**src/rtl/rv_pkg.sv**
```systemverilog
// rv_pkg: shared register-file widths, zero index and register word type
package rv_pkg;
  localparam int XLEN = 32;
  localparam int REG_IDX_W = 5;
  localparam int NREGS = 32;
  localparam logic [REG_IDX_W-1:0] REG_ZERO = 5'd0;
  typedef logic [XLEN-1:0] word_t;
endpackage

```
**src/rtl/regfile_read_port.sv**
```systemverilog
// regfile_read_port: zero-forced, optionally bypassed read of the flattened register array
module regfile_read_port
  import rv_pkg::*;
(
  input  logic [REG_IDX_W-1:0]  addr,
  input  logic [NREGS*XLEN-1:0] regs_flat,
  input  logic                  byp_en,
  input  logic [REG_IDX_W-1:0]  byp_rd,
  input  logic [XLEN-1:0]       byp_data,
  output logic [XLEN-1:0]       data
);
  assign data = addr == REG_ZERO ? '0 :
                (byp_en && byp_rd == addr) ? byp_data :
                regs_flat[addr*XLEN +: XLEN];
endmodule

```
**src/rtl/wb_regfile.sv**
```systemverilog
// wb_regfile: integer register file with x0 hardwired to zero and a wrapping write counter
// Define REGFILE_BYPASS_EN to forward same-cycle writeback data onto colliding reads.
module wb_regfile
  import rv_pkg::*;
(
  input  logic                 clock,
  input  logic                 reset,
  input  logic [XLEN-1:0]      wb_data,
  input  logic [REG_IDX_W-1:0] wb_rd,
  input  logic                 wb_reg_en,
  input  logic [REG_IDX_W-1:0] rs1_addr,
  input  logic [REG_IDX_W-1:0] rs2_addr,
  output logic [XLEN-1:0]      rs1_data,
  output logic [XLEN-1:0]      rs2_data,
  output logic [15:0]          wr_count
);
  word_t regs [1:NREGS-1];
  logic [NREGS*XLEN-1:0] regs_flat;
  logic wr;
  logic byp_en;
  assign wr = wb_reg_en && wb_rd != REG_ZERO;
`ifdef REGFILE_BYPASS_EN
  assign byp_en = wr && !reset;
`else
  assign byp_en = 1'b0;
`endif
  always_ff @(posedge clock or posedge reset)
    if (reset) begin
      for (int i = 1; i < NREGS; i++) regs[i] <= '0;
      wr_count <= '0;
    end else if (wr) begin
      regs[wb_rd] <= wb_data;
      wr_count <= wr_count + 16'd1;
    end
  // slot 0 of the flattened view is a constant so x0 costs no storage
  assign regs_flat[XLEN-1:0] = '0;
  for (genvar g = 1; g < NREGS; g++) begin : g_flat
    assign regs_flat[g*XLEN +: XLEN] = regs[g];
  end
  regfile_read_port u_rs1 (
    .addr(rs1_addr), .regs_flat(regs_flat), .byp_en(byp_en),
    .byp_rd(wb_rd), .byp_data(wb_data), .data(rs1_data)
  );
  regfile_read_port u_rs2 (
    .addr(rs2_addr), .regs_flat(regs_flat), .byp_en(byp_en),
    .byp_rd(wb_rd), .byp_data(wb_data), .data(rs2_data)
  );
endmodule
```
**config.mk**
```make
export PLATFORM = sky130hd
export DESIGN_NAME = wb_regfile
export DESIGN_NICKNAME = d
export VERILOG_FILES = /design/src/rtl/rv_pkg.sv /design/src/rtl/regfile_read_port.sv /design/src/rtl/wb_regfile.sv
export SDC_FILE = /design/constraint.sdc
export NUM_CORES = 2
export LEC_CHECK = 0
export BUFFER_PORTS_ARGS = -buffer_cell sky130_fd_sc_hd__clkbuf_2
export CORE_UTILIZATION = 50
export DETAILED_ROUTE_END_ITERATION = 8
export PLACE_DENSITY = 0.66
export SYNTH_ARGS = -nofsm -noshare
export SYNTH_HDL_FRONTEND = slang
export SYNTH_SLANG_ARGS = --single-unit
```
**constraint.sdc**
```tcl
create_clock -name clock -period 44.6 [get_ports clock]
set_input_delay 4.46 -clock clock [delete_from_list [all_inputs] [get_ports clock]]
set_output_delay 4.46 -clock clock [all_outputs]
set_load 0.05 [all_outputs]
```
==> results.md <==
* Status: finished, final reports clean
* Fmax at 75.2 MHz
* Footprint of the multi-input gates at between 20000 and 30000 um2
* Critical path, cell by cell: buf_8 -> buf_4 -> buf_4 -> mux4_2 -> a22o_1 -> o21ai_0 -> o31ai_1 -> clkbuf_2
* Slew margin rel. at 0.189
* Die area at 109000 um2
* Cell area after layout at 59300 um2
* Largest net degree at the start of global routing at 168
* Synth unique cells at 38
* Total Wirelength at 163000 um
* Slowest stage delay, CP at approximately 0.94 ns
* Clock power frac at 0.346
* Leakage power at 0.0260 uW
* Async SR Flop Fraction at 1.00
* Antenna Violating Nets Remaining at 0
* I/O pin total at 130
* Pint at 2000 uW
* # Max-Cap Violations at 0
* Filler Cells Inserted at 8705
* CTS H-tree depth at 3
* DR DRC count at 0
* Core Area at 107000 um2
* DRT iter0 DRCs at 3146
* Area occupied by registers at 25200 um2
* CP endpoint kind: output pin
* Most frequent cell after synthesis: mux2_2
* Cts hold-fix bufs at 0
* Syn nets at 3716
* Clk_lat worst skew at 0.69 ns
* Final setup viols at 0
* Crit path DAT at 8.83 ns
* CTS Root Cell: clkbuf_16
* Comb power frac at 0.215
* Share of layout cells above drive strength 1 at 0.510
* Final Wtd Congestion at between 0.7 and 0.8
* Vias in the first global route at 35.1k
* Seq cells post-synth at 1008
* Setup TNS Final at 0 ns
* Pins Over Slew Limit at 0
* Initial Util at 0.504
* GRT overflow at 0
* First-pass GRT wire length at 241000 um
* CP Buf/Inv Count at 4
* CP top delay family: buffers and inverters
* CTS resizes at 0
* Post-synth EDFFs at 0
* Worst Skew at 0.0106 ns
* HPWL Detailed at 92800 um
* Post-Synthesis Cells at about 3.7k
* Nets at 3634
* Final Hold Vio Count at 0
* Main flop type after synthesis: dfrtp_1
* Fin util at 0.555
* Critical path class: input pin to output pin
* Worst-Margin Slew at approximately 1.2 ns
* RSZ-0062 raised after global routing: false
* GRT Util Overall at 0.303
* CTS tree: built
* Final cell count without fillers at 5075
* Top cell type's share of synthesized area at 0.468
* Area contributors post-synth: dfrtp_1 (47%), mux2_2 (22%), mux4_2 (16%), mux2i_1 (3.6%), a22o_1 (3.1%)
* Post-DP Area at about 55000 um2
* Slowest cell on crit path: buf_4
* CTS Buf Count at around 110
* Switching part of the total power at 0.284
* Max rail drop VDD at about 0.041 mV
* Min-Delay Path Class: register to register
* Required @ worst endpoint at about 40 ns
* Register area share after synthesis at 0.468
* Chip Width at 330 um
* Yosys warnings at 0
* CP Max Fanout at 62
* Vias at 34.5k
* Startpoint types: input pin
* Post-Place Cells at 4872
* Number of placement rows at 120
* P&R area growth vs syn at 10.1%
* Tmin final at 13.29 ns
* Postcts setup bufs at 0
* Hold_ws at 0.473 ns
* Wire per inst at 32.1 um
* Most frequent CP cell: buf_4
* IO Port Bufs at 129
* Via density at 6.80
* Drt first pass iters at 5
* Syn_area_per_cell at 14.7 um2
* Die Ht at between 300 and 400 um
* Initial antenna violation count at 5
* # clock sinks at 1008
* Switching pwr at 793 uW
* Top cells by count, synth: mux2_2 (1055), dfrtp_1 (1008), mux4_2 (384)
* Sequential power share at 0.439
* Synth Cell Area at 53900 um2
* Clock-pin slew on the worst setup and hold paths at 0.05 ns
* Power Dens Cells at ~47 nW/um2
* Final worst path period share at 0.298
* Clk buf depth at 3
* Area leader, netlist: dfrtp_1
-- state kept, by name, summed over array words and instances (netlist names) --
| signal | count |
|---|---|
| wr_count | 16 |
| regs | 992 |
-- stage by stage --
stage,setup slack (ns),power [uW]
2_1_floorplan,11.78,1690
3_3_place_gp,31.33,1820
5_1_grt,31.08,2910
4_1_cts,31.30,2810
3_5_place_dp,31.29,1840
6_report,31.31,2790
-- cells in the final DEF, fill, tap and decap left out, drive strengths merged --
cell         n
mux4       384
a2111oi      1
clkinv      14
nor4         1
nor3b        4
and2        66
and3         3
a211o        1
mux2      1057
ha           1
nor2b        6
clkinvlp     4
or2          1
mux2i      192
a21o         1
a211oi      64
xnor2        6
dfrtp     1008
nand4b       3
nand4        5
clkbuf     289
bufinv       9
nand2b       2
nand3b       4
o21ai       64
diode        2
buf         86
o31ai       64
a22o       192
nand3        5
o22ai       64
nor3         6
inv         10
nand2       24
xor2         9
nor2        20
-- worst paths after layout --
kind	from	endpoint	slack (ns)	depth (start not counted)
setup reg to reg	wr_count[4]	wr_count[15]	42.34	4
hold reg to reg	wr_count[15]	wr_count[15]	0.47	1
setup / recovery	rs2_addr[0]	rs2_data[16]	31.31	8
min in group asynchronous	reset	wr_count[14]	3.87	2
hold / removal	wr_count[15]	wr_count[15]	0.47	1
max in group asynchronous	reset	regs[557]	36.71	6
-- cells by family (layout without fill, tap and decap cells) --
| kind of cell | Yosys count | count (layout) | synth area share |
|---|---|---|---|
| flops | 1008 | 1008 | 0.468 |
| mux | 1633 | 1633 | 0.417 |
| simple gates | 150 | 150 | 0.0160 |
| other cells | 0 | 2 | 0 |
| fa+ha+maj | 1 | 1 | 0.000232 |
| buf+inv | 407 | 412 | 0.0328 |
| xor+xnor | 15 | 15 | 0.00244 |
| compound gates | 451 | 451 | 0.0629 |
-- layout make-up --
class	count	area share
Clock buffer	170	0.0576
Timing Repair Buffer	205	0.0222
Inverter	6	0.000506
Clock inverter	31	0.00751
Multi-Input combinational cell	2250	0.457
Sequential cell	1008	0.425
Antenna cell	2	0.0000844
Tap cell	1403	0.0296
-- power by group through the flow --
stage / combinational [uW] / sequential (uW) / clock (uW)
after floorplan: 477 / 1220 / 0
after global placement: 591 / 1230 / 0
after detailed placement: 602 / 1240 / 0
after CTS: 604 / 1220 / 982
after global routing: 641 / 1250 / 1020
final: 602 / 1230 / 966
-- layer usage --
metal	share of wire	GRT usage	up-vias
li1	-	-	14039
met1	0.42	0.425	18780
met2	0.47	0.475	1396
met3	0.074	0.0563	312
met4	0.034	0.108	6
met5	0.00018	0	-
No activity file was read; power rests on OpenSTA's default activity.
